[src/rtl/p_unary_pipe_pkg.sv]
// -----------------------------------------------------------------------------
// p_pkg : shared types for the p_unary_pipe slice.
//
// Holds the decoded-length width function, the result record and the
// statistics counter type. The typedefs describe the default 16-bit build.
// Modules with a different W size their own fields with len_w().
// -----------------------------------------------------------------------------
package p_pkg;

    localparam int P_W_DEFAULT     = 16;
    localparam int P_CNT_W_DEFAULT = 32;

    // Width of a binary index into a W-bit word.
    function automatic int len_w(input int w);
        return $clog2(w);
    endfunction

    localparam int P_LEN_W = len_w(P_W_DEFAULT);

    typedef logic [P_LEN_W-1:0] len_t;

    typedef struct packed {
        logic is_unary;
        logic compl;
        len_t len;
    } result_t;

    typedef logic [P_CNT_W_DEFAULT-1:0] stat_cnt_t;

endpackage

[src/rtl/p_1hot_enc.sv]
// -----------------------------------------------------------------------------
// p_1hot_enc : converts a one-hot word into the binary index of its set bit.
//
// Ports:
//   i_x    W-bit one-hot word (result is meaningless otherwise)
//   o_idx  binary index of the set bit
// -----------------------------------------------------------------------------
module p_1hot_enc
    import p_pkg::*;
#(
    parameter int W = 16
) (
    input  logic [W-1:0]         i_x,
    output logic [len_w(W)-1:0]  o_idx
);

    localparam int LEN_W = len_w(W);

    // OR of the indices of all set bits; exact for a one-hot input.
    always_comb begin
        o_idx = '0;
        for (int i = 0; i < W; i++) begin
            if (i_x[i]) begin
                o_idx = o_idx | LEN_W'(i);
            end
        end
    end

endmodule

[src/rtl/p_is_1hot.sv]
// -----------------------------------------------------------------------------
// p_is_1hot : reports whether a W-bit word has exactly one bit set.
//
// Ports:
//   i_x        W-bit word under test
//   o_is_1hot  1 when exactly one bit of i_x is set
// -----------------------------------------------------------------------------
module p_is_1hot #(
    parameter int W = 16
) (
    input  logic [W-1:0] i_x,
    output logic         o_is_1hot
);

    // Clearing the lowest set bit leaves zero only for a power of two.
    assign o_is_1hot = (i_x != '0) && ((i_x & (i_x - W'(1))) == '0);

endmodule

[src/rtl/p_unary_pipe.sv]
// -----------------------------------------------------------------------------
// p_unary_pipe : two-stage streaming unary/thermometer admission check.
//
// Each accepted word is classified as a unary code (0..01..1), optionally in
// complimented form (1..10..0), and its run length is decoded to binary.
// Results appear two cycles after acceptance; a combinational ready chain
// gives one word per cycle with no bubbles.
//
// Ports:
//   i_clk, i_arst            clock, asynchronous active-high reset
//   i_in_vld / o_in_rdy      input handshake
//   i_in_x                   W-bit input word
//   i_cfg_compl_en           admit complimented form for this word
//   o_out_vld / i_out_rdy    output handshake
//   o_out_is_unary           word is a valid unary code
//   o_out_compl              word was admitted in complimented form
//   o_out_len                decoded run length
//
// Optional feature (macro P_UNARY_PIPE_STATS_EN):
//   i_stat_clr               synchronous clear of the counters
//   o_stat_admit             saturating count of admitted results retired
//   o_stat_reject            saturating count of rejected results retired
// -----------------------------------------------------------------------------
module p_unary_pipe
    import p_pkg::*;
#(
    parameter int W                     = P_W_DEFAULT,
    parameter bit P_ADMIT_COMPLIMENT_EN = 1'b1,
    parameter int CNT_W                 = $bits(stat_cnt_t)
) (
    input  logic                 i_clk,
    input  logic                 i_arst,
    input  logic                 i_in_vld,
    output logic                 o_in_rdy,
    input  logic [W-1:0]         i_in_x,
    input  logic                 i_cfg_compl_en,
    output logic                 o_out_vld,
    input  logic                 i_out_rdy,
    output logic                 o_out_is_unary,
    output logic                 o_out_compl,
    output logic [len_w(W)-1:0]  o_out_len
`ifdef P_UNARY_PIPE_STATS_EN
    ,
    input  logic                 i_stat_clr,
    output logic [CNT_W-1:0]     o_stat_admit,
    output logic [CNT_W-1:0]     o_stat_reject
`endif
);

    localparam int LEN_W = len_w(W);

    if (W < 2 || CNT_W < 1) begin : g_bad_param
        $error("p_unary_pipe: W must be >= 2 and CNT_W >= 1");
    end

    logic             s1_adv, s2_adv;
    logic             admit_compl, compl_sel;
    logic [W-1:0]     x_n;
    logic             vld_p1, compl_sel_p1, msb_bad_p1;
    logic [W-1:0]     y_p1;
    logic             y_1hot, is_unary;
    logic [LEN_W-1:0] y_idx;
    logic             vld_p2, is_unary_p2, compl_p2;
    logic [LEN_W-1:0] len_p2;

    assign s2_adv   = ~vld_p2 | i_out_rdy;
    assign s1_adv   = ~vld_p1 | s2_adv;
    assign o_in_rdy = s1_adv;

    // A complimented word is folded back to normal form so one +1/one-hot
    // test covers both: 0..01..1 + 1 is a single bit.
    assign admit_compl = P_ADMIT_COMPLIMENT_EN & i_cfg_compl_en;
    assign compl_sel   = admit_compl & i_in_x[W-1];
    assign x_n         = compl_sel ? ~i_in_x : i_in_x;

    // ---- Stage 1: fold and increment --------------------------------------
    always_ff @(posedge i_clk or posedge i_arst) begin
        if (i_arst) begin
            vld_p1       <= 1'b0;
            compl_sel_p1 <= 1'b0;
            msb_bad_p1   <= 1'b0;
            y_p1         <= '0;
        end else if (s1_adv) begin
            vld_p1 <= i_in_vld;
            if (i_in_vld) begin
                compl_sel_p1 <= compl_sel;
                // A set MSB is only legal when complimented form is admitted;
                // this also rejects all-ones whose +1 wraps to zero.
                msb_bad_p1   <= i_in_x[W-1] & ~admit_compl;
                y_p1         <= x_n + W'(1);
            end
        end
    end

    p_is_1hot #(.W(W)) u_is_1hot (
        .i_x       (y_p1),
        .o_is_1hot (y_1hot)
    );

    p_1hot_enc #(.W(W)) u_1hot_enc (
        .i_x   (y_p1),
        .o_idx (y_idx)
    );

    assign is_unary = y_1hot & ~msb_bad_p1;

    // ---- Stage 2: classify and decode, held while the consumer stalls ------
    always_ff @(posedge i_clk or posedge i_arst) begin
        if (i_arst) begin
            vld_p2      <= 1'b0;
            is_unary_p2 <= 1'b0;
            compl_p2    <= 1'b0;
            len_p2      <= '0;
        end else if (s2_adv) begin
            vld_p2 <= vld_p1;
            if (vld_p1) begin
                is_unary_p2 <= is_unary;
                compl_p2    <= compl_sel_p1 & is_unary;
                len_p2      <= is_unary ? y_idx : '0;
            end
        end
    end

    assign o_out_vld      = vld_p2;
    assign o_out_is_unary = is_unary_p2;
    assign o_out_compl    = compl_p2;
    assign o_out_len      = len_p2;

`ifdef P_UNARY_PIPE_STATS_EN
    logic [CNT_W-1:0] admit_cnt, reject_cnt;
    logic             out_hs;

    function automatic logic [CNT_W-1:0] sat_inc(input logic [CNT_W-1:0] c);
        return (&c) ? c : c + CNT_W'(1);
    endfunction

    assign out_hs = vld_p2 & i_out_rdy;

    // ---- Statistics: counted on output retirement --------------------------
    always_ff @(posedge i_clk or posedge i_arst) begin
        if (i_arst) begin
            admit_cnt  <= '0;
            reject_cnt <= '0;
        end else if (i_stat_clr) begin
            admit_cnt  <= '0;
            reject_cnt <= '0;
        end else if (out_hs) begin
            if (is_unary_p2) begin
                admit_cnt <= sat_inc(admit_cnt);
            end else begin
                reject_cnt <= sat_inc(reject_cnt);
            end
        end
    end

    assign o_stat_admit  = admit_cnt;
    assign o_stat_reject = reject_cnt;
`endif

endmodule

[config.mk]
export PLATFORM = sky130hd
export DESIGN_NAME = p_unary_pipe
export DESIGN_NICKNAME = d
export VERILOG_FILES = /design/src/rtl/p_unary_pipe_pkg.sv /design/src/rtl/p_1hot_enc.sv /design/src/rtl/p_is_1hot.sv /design/src/rtl/p_unary_pipe.sv
export SDC_FILE = /design/constraint.sdc
export NUM_CORES = 1
export LEC_CHECK = 0
export CORE_MARGIN = 5
export CORE_UTILIZATION = 43
export DETAILED_ROUTE_END_ITERATION = 8
export GPL_ROUTABILITY_DRIVEN = 0
export PLACE_DENSITY = 0.66
export SLEW_MARGIN = 25
export SYNTH_ARGS = -nofsm -noshare
export SYNTH_HDL_FRONTEND = slang
export SYNTH_HIERARCHICAL = 1
export SYNTH_SLANG_ARGS = --single-unit
[constraint.sdc]
create_clock -name i_clk -period 3.2 [get_ports i_clk]
set_clock_uncertainty 0.05 [all_clocks]
set_input_delay 0.96 -clock i_clk [delete_from_list [all_inputs] [get_ports i_clk]]
set_output_delay 0.96 -clock i_clk [all_outputs]
set_load 0.05 [all_outputs]
Word-level counts from Yosys, hierarchy flattened
Index checks and enable logic that the tools add are counted.
- logic and storage cells: 44
- flip-flop bits (word level): 26
- bits of input ports: 21
- output and inout port bits: 8
- $add $sub $neg: 2
- reduce and logical (&&, ||, !) cells: 5
- bitwise gates (word level): 12
- mux-type cells: 17
- operator list (cell ; count):
    2-to-1 mux 4 bit ; 9
    adder 16 x 1 -> 16 bit (second input constant) ; 1
    bitwise AND 16 bit ; 1
    logical NOT 16 bit ; 1
    2-to-1 mux 16 bit ; 1
    inverter 16 bit ; 1
    nonzero test 16 bit ; 1
    subtractor 16 x 1 -> 16 bit (second input constant) ; 1
    2-to-1 mux 3 bit ; 4
    bitwise AND 1 bit ; 4
    2-to-1 mux 2 bit ; 2
    inverter 1 bit ; 4
    AND reduction 2 bit ; 2
    bitwise OR 1 bit ; 2
    logical AND 1 bit ; 1
    2-to-1 mux 1 bit ; 1

Logic depth before layout (Yosys ltp)
Gate-level depths: netlist of run 1.
- depth in word-level cells: 16
- depth in mapped cells: 8
- gate-level depth less buffers: 8

Hierarchy
Netlist of run 1, hierarchy kept.
- by module, submodules not included (module ; cells each ; instances ; area an instance (um^2) ; sequential area each (um^2)):
    p_unary_pipe ; 174 ; 1 ; 1562.7 ; 650.6
    p_is_1hot ; 29 ; 1 ; 203.9 ; 0.0
    p_1hot_enc ; 11 ; 1 ; 65.1 ; 0.0

Worst setup path before layout of run 1
Ideal clock, no wire load.
- path type: input to output
- from: input port i_out_rdy
- to: output port o_in_rdy
- required time: 2190 ps
- path slack: 711 ps
- data arrival time: 1479 ps
- path buffers: 0
- cell stages on the path: 1
- path through: nand3b_1
- longest elaborated chain between the ends: 2
- RTL lines (element ; line ; source):
    from (decl) ; p_unary_pipe.sv:38 ; input logic i_out_rdy,
    bitwise OR 1 bit ; p_unary_pipe.sv:66 ; assign s2_adv = ~vld_p2 | i_out_rdy;
    bitwise OR 1 bit ; p_unary_pipe.sv:67 ; assign s1_adv = ~vld_p1 | s2_adv;
    to (decl) ; p_unary_pipe.sv:34 ; output logic o_in_rdy,
No other way between the ends.

Worst setup path in the final report of run 1
Ends and elaborated chain as after synthesis.

==> results of run 1 <==
-- metal layers --
metal  part of all wire, %  up-vias
met5                     0        -
met4                   1.1        0
met3                   3.8        4
met2                    47       29
met1                    49      699
li1                      -      841
-- registers in the layout, summed over array words and instances, names as in the netlist --
| register | cells |
|---|---|
| y_p1 | 16 |
| vld_p1 | 1 |
| o_out_compl | 1 |
| compl_sel_p1 | 1 |
| o_out_is_unary | 1 |
| o_out_len | 4 |
| msb_bad_p1 | 1 |
| o_out_vld | 1 |
-- how the worst min path moves through the flow --
stage                                         from                        to  slack (ns)
after floorplan           compl_sel_p1$_DFFE_PP0P_  compl_sel_p1$_DFFE_PP0P_        0.40
after CTS                 o_out_len[2]$_DFFE_PP0P_  o_out_len[2]$_DFFE_PP0P_        0.44
after detailed placement  o_out_len[2]$_DFFE_PP0P_  o_out_len[2]$_DFFE_PP0P_        0.42
after global placement    o_out_len[1]$_DFFE_PP0P_  o_out_len[1]$_DFFE_PP0P_        0.41
final                     o_out_len[3]$_DFFE_PP0P_  o_out_len[3]$_DFFE_PP0P_        0.43
after global routing      o_out_len[2]$_DFFE_PP0P_  o_out_len[2]$_DFFE_PP0P_        0.46
-- metrics by stage --
stage / hold slack [ns] / std cells / power (uW) / setup WS (ns) / instance area (sq um)
4_1_cts: 0.439 / 295 / 941 / 0.302 / 2250
6_report: 0.429 / 295 / 930 / 0.307 / 2250
3_5_place_dp: 0.419 / 291 / 670 / 0.229 / 2180
3_3_place_gp: 0.409 / 291 / 667 / 0.263 / 2180
5_1_grt: 0.463 / 295 / 993 / 0.240 / 2250
2_1_floorplan: 0.398 / 214 / 583 / 0.711 / 1830
-- kinds of logic after synthesis --
logic type               count (synthesis)  synth area share [%]
flip-flops                              26                  35.5
AO/OA/AOI/OAI                           51                  17.4
buffers and inverters                   11                  3.35
multiplexers                             4                  3.01
XOR/XNOR                                23                  11.0
AND/OR/NAND/NOR                         97                  28.6
adder cells (fa/ha/maj)                  2                  1.09
-- cells in the mapped netlist, drive strengths merged (2+ instances only) --
| cell | count |
|---|---|
| nand3 | 5 |
| mux2i | 2 |
| buf | 4 |
| xnor2 | 21 |
| or3 | 2 |
| nand2 | 43 |
| inv | 5 |
| o32ai | 2 |
| nand2b | 3 |
| nor2 | 6 |
| xor2 | 2 |
| or2 | 2 |
| mux2 | 2 |
| and2 | 2 |
| o22ai | 4 |
| dfrtp | 26 |
| or4 | 3 |
| clkbuf | 2 |
| and2b | 2 |
| nor4 | 8 |
| nor3 | 9 |
| o31a | 2 |
| o21ai | 30 |
| nand3b | 3 |
| a21oi | 3 |
| maj3 | 2 |
| nand4 | 4 |
-- power by group --
part	switching (uW)	internal, uW
clock network	101	167
logic	115	118
registers	62.9	366
total	279	652
-- worst min-delay path, delay by kind of cell (launching register included) --
kind | cells | cell delay (ns)
AOI/OAI and AO/OA | 1 | 0.05
and+or+nand+nor | 1 | 0.04
DFF | 1 | 0.35
-- cell type report --
class                   count  area, sq um
repair buffers             33          328
clock inverters             1         30.0
well taps                  50         62.6
multi-input cells         177         1120
fillers                   393         1810
flip-flops and latches     26          651
clock buffers               3         41.3
inverters                   5         18.8
==> metrics.yaml, run 1 <==
placement:
  hpwl_microns: 3100
  port_buffers: 28
logic_synthesis:
  ys_types: 53
  yosysTopAreaCell: "dfrtp_1"
  syn_area_per_cell_sq_um: 8.56
  ys_warn_count: 6
  netlist_area_sq_um: 1830
  ys.flop_type: "dfrtp_1"
  synth.yosys.seq_area_share_pct: 35.5
  synthArstFlopShare_pct: 100
  synth_top_area_share_pct: 35.5
  synth_area_leaders: "dfrtp_1 (36%), xnor2_1 (10%), nand2_1 (8.8%)"
  synthCells: 214
  synth_edf_count: 0
  ys_seq_elements: 26
  synth_nets: 235
sta:
  setup_violations: 0
  slew_headroom_pct: 67.2
  max_freq_ghz: 0.346
  worst_pin_slew_ns: 0.490
  grt_setup_unrepaired: "false"
  fin_setup_tns_ns: 0
  maxSlewViolCount: 0
  fin_crit_ns: 2.89
  min_period_over_period_pct: 90.4
  hold_violations: 0
layout:
  drive_gt1_share_pct: 10.2
  fin_util_pct: 55.5
  nets: 267
  final_cell_mix: "nand2_1 (43), clkdlybuf4s50_1 (27), dfrtp_1 (26)"
  n_antenna_cell: 0
  final_common_cell: "nand2_1"
  syn_to_final_growth_pct: 22.9
setup_path:
  slowest_stage: "clkdlybuf4s50_1"
  crit_path_end: "o_in_rdy"
  rr_worst_depth: 7
  critical_path_arrival_ns: 1.88
  cp_max_fo: 5
  startpoint: "i_out_rdy"
  critPathRequiredTime_ns: 2.19
  rr_endpoint: "o_out_compl$_DFFE_PP0P_"
  critPathLaunchType: "primary input"
  crit_family: "buffers and inverters"
  crit_buf_inv: 2
  cp_num_cells: 3
  ff2ff_setup_slack_ns: 0.53
  worstPathCellList: "clkdlybuf4s50_1, nand3b_1, buf_12"
  cp-end-kind: "output port"
  crit_type: "in -> out"
  cpPeakStageDelay_ns: 0.41
  reg2reg_from: "y_p1[1]$_DFFE_PP0P_"
worst_hold_path:
  hp-class: "reg -> reg"
  hold_depth: 2
clock_tree:
  cts-root-buf: "clkbuf_8"
  insertion_delay_ns: 0.27
  cts_hold_buffers: 0
  cts.clk_slew.worst_paths_ns: 0.08
  numCtsBuffers: 3
  cts_setup_buffers: 0
  cts_tree: "built"
  cts_num_sinks: 26
  h-tree-depth: 1
  ctsResizeCount: 0
  clock_path_buffers: 2
grt:
  grt_antenna_before_repair: 0
  grt_max_degree: 27
  grt_usage_pct: 15.6
  met1_usage_pct: 21.3
  grt_pass1_vias: 1474
  grt_util_met3_pct: 1.07
  grt_overflow_total: 0
  busiest_layer: "met2"
  grt_pass1_wl_microns: 6820
  grt_use_met2_pct: 25.9
floorplan:
  fp.dieW_microns: 75.3
  die_h_microns: 75.3
  start_util_pct: 45.1
  die_area_sq_um: 5660
  rows: 23
  io_pins: 29
  core_sq_um: 4060
power:
  p_leak_uw: 0.000853
  ir_worst_vdd_v: 0.000258
  powerDensity_nw_per_um2: 413
drt:
  wl_per_cell_microns: 13.2
  antenna_left: 0
  drt_iter0_markers: 106
  dr.pass1.iters: 4
  drt-vias-per-instance: 5.33
  drc: 0
  vias: 1573
  wirelength_microns: 3900
run:
  maxCapViolCount: 0
run_status:
  status: "finished, final reports clean"
Power figures use the tool's default switching activity.
==> run 2, diff against run 1 <==
--- a/config.mk
+++ b/config.mk
@@ -5,6 +5,7 @@
 export SDC_FILE = /design/constraint.sdc
 export NUM_CORES = 1
 export LEC_CHECK = 0
+export CORE_ASPECT_RATIO = 1.2
 export CORE_MARGIN = 5
 export CORE_UTILIZATION = 43
 export DETAILED_ROUTE_END_ITERATION = 8
==> run 2 against run 1 <==
Worst hold slack better by 0.00085 ns. First-iteration DRC count decreased by 58%. Combinational power grew 2%. Setup slack better by 0.0020 ns. Non-clock buffer count up 3. Largest power group unchanged. Critical path depth stayed put. Final cell count is 3.1% higher. Via count rose by 2.7%. Total power increased by 0.27%. Sequential share of layout area fell by 0.38 points.
==> metrics.yaml, run 2 (synthesized netlist as in run 1, its figures left out) <==
sta:
  maxSlewViolCount: 0
  slew_headroom_pct: 67.1
  worst_pin_slew_ns: 0.491
  hold_violations: 0
  fin_setup_tns_ns: 0
  max_freq_ghz: 0.346
  setup_violations: 0
  grt_setup_unrepaired: "false"
  fin_crit_ns: 2.89
  min_period_over_period_pct: 90.4
layout:
  drive_gt1_share_pct: 11.3
  final_cell_mix: "nand2_1 (43), clkdlybuf4s50_1 (27), dfrtp_1 (26)"
  nets: 270
  n_antenna_cell: 0
  seqCellArea_sq_um: 651
  final_common_cell: "nand2_1"
  syn_to_final_growth_pct: 24.5
  fillerInstances: 406
  largest_reg_flops: 16
  regMostFlops: "y_p1"
  fin_area_sq_um: 2280
  multiInputGateArea_sq_um: 1120
power:
  powerDensity_nw_per_um2: 409
  p_leak_uw: 0.000868
  ir_worst_vdd_v: 0.000154
setup_path:
  cp_num_cells: 3
  critical_path_arrival_ns: 1.88
  crit_buf_inv: 2
  reg2reg_from: "y_p1[1]$_DFFE_PP0P_"
  startpoint: "i_out_rdy"
  rr_worst_depth: 7
  cp_max_fo: 5
  rr_endpoint: "o_out_len[3]$_DFFE_PP0P_"
  cp-end-kind: "output port"
  slowest_stage: "clkdlybuf4s50_1"
  critPathLaunchType: "primary input"
  crit_type: "in -> out"
  ff2ff_setup_slack_ns: 0.56
  cpPeakStageDelay_ns: 0.40
  crit_path_end: "o_in_rdy"
  critPathRequiredTime_ns: 2.19
  worstPathCellList: "clkdlybuf4s50_1, nand3b_1, buf_12"
  crit_family: "buffers and inverters"
floorplan:
  core_sq_um: 4200
  fp.dieW_microns: 69.6
  start_util_pct: 43.6
  die_h_microns: 81.5
  io_pins: 29
  die_area_sq_um: 5670
  rows: 26
placement:
  hpwl_microns: 3180
  port_buffers: 28
  post_dp_cell_area_sq_um: 2210
drt:
  drc: 0
  vias: 1615
  antenna_left: 0
  drt_iter0_markers: 44
  drt-vias-per-instance: 5.31
  wl_per_cell_microns: 13.1
  wirelength_microns: 3970
  dr.pass1.iters: 4
grt:
  grt_pass1_wl_microns: 6680
  grt_max_degree: 27
  grt_overflow_total: 0
  grt_pass1_vias: 1483
  grt_antenna_before_repair: 0
  grt_usage_pct: 14.5
run:
  maxCapViolCount: 0
clock_tree:
  cts_hold_buffers: 0
  cts_tree: "built"
  cts_setup_buffers: 0
  insertion_delay_ns: 0.27
  ctsResizeCount: 0
  cts_num_sinks: 26
  numCtsBuffers: 3
  clock_path_buffers: 2
  h-tree-depth: 1
  cts.clk_slew.worst_paths_ns: 0.08
  cts-root-buf: "clkbuf_8"
worst_hold_path:
  hp-class: "reg -> reg"
  hp-start: "o_out_len[1]$_DFFE_PP0P_"
run_status:
  status: "finished, final reports clean"
## run 2: changes by cell type in the layout (fill, tap and decap cells not counted), sizes merged
cell  change
buf       +3
## run 2: layout make-up
type                    count  share of cell area [%]
multi-input cells         177                    49.1
well taps                  56                    3.07
clock buffers               3                    1.81
flip-flops and latches     26                    28.5
clock inverters             1                    1.32
inverters                   5                   0.823
repair buffers             36                    15.4
## run 2: per-layer routing
| layer | GRT usage, % | routed length (microns) | up-vias | part of all wire (%) |
|---|---|---|---|---|
| li1 | - | - | 843 | - |
| met1 | 17.0 | 1750 | 727 | 44 |
| met2 | 27.1 | 2030 | 38 | 51 |
| met3 | 0.734 | 120 | 7 | 3.0 |
| met4 | 7.42 | 73 | 0 | 1.8 |
| met5 | 0 | 0 | - | 0 |
## run 2: where the power goes
| part | leakage (uW) | internal (uW) | switching [uW] |
|---|---|---|---|
| registers | 0.000327 | 366 | 61.2 |
| logic | 0.000506 | 121 | 117 |
| clock network | 0.0000357 | 167 | 99.9 |
| total | 0.000868 | 654 | 279 |
## run 2: worst min path at each step
stage,to,slack (ns),cells past startpoint
floorplan,compl_sel_p1$_DFFE_PP0P_,0.40,2
global placement,o_out_len[2]$_DFFE_PP0P_,0.41,2
detailed placement,o_out_len[0]$_DFFE_PP0P_,0.42,2
CTS,o_out_len[0]$_DFFE_PP0P_,0.44,2
global route,o_out_len[2]$_DFFE_PP0P_,0.46,2
finish,o_out_len[1]$_DFFE_PP0P_,0.43,2
## run 2: per-stage QoR
stage	cells	hold WS, ns	utilization, %	worst slack [ns]	power, uW
after floorplan	214	0.398	-	0.711	583
after global placement	300	0.411	52.7	0.257	668
after detailed placement	300	0.420	52.7	0.212	672
after CTS	304	0.442	54.4	0.310	940
after global routing	304	0.460	54.4	0.269	989
final	304	0.430	54.4	0.309	933
## run 2: worst reg2reg max path, stage by stage (launching register included)
cell and delay, ns:
dfrtp_1 0.43, or4_4 0.56, nand3b_4 0.19, or4b_1 0.52, a211oi_1 0.22, nor2b_1 0.35, nand2_1 0.08, o21ai_0 0.16
==> run 3, diff against run 2 <==
--- a/config.mk
+++ b/config.mk
@@ -5,6 +5,7 @@
 export SDC_FILE = /design/constraint.sdc
 export NUM_CORES = 1
 export LEC_CHECK = 0
+export ABC_CLOCK_PERIOD_IN_PS = 3200
 export CORE_ASPECT_RATIO = 1.2
 export CORE_MARGIN = 5
 export CORE_UTILIZATION = 43
==> results of run 3 <==
No change in the layout: final DEF, timing and power equal those of run 2.
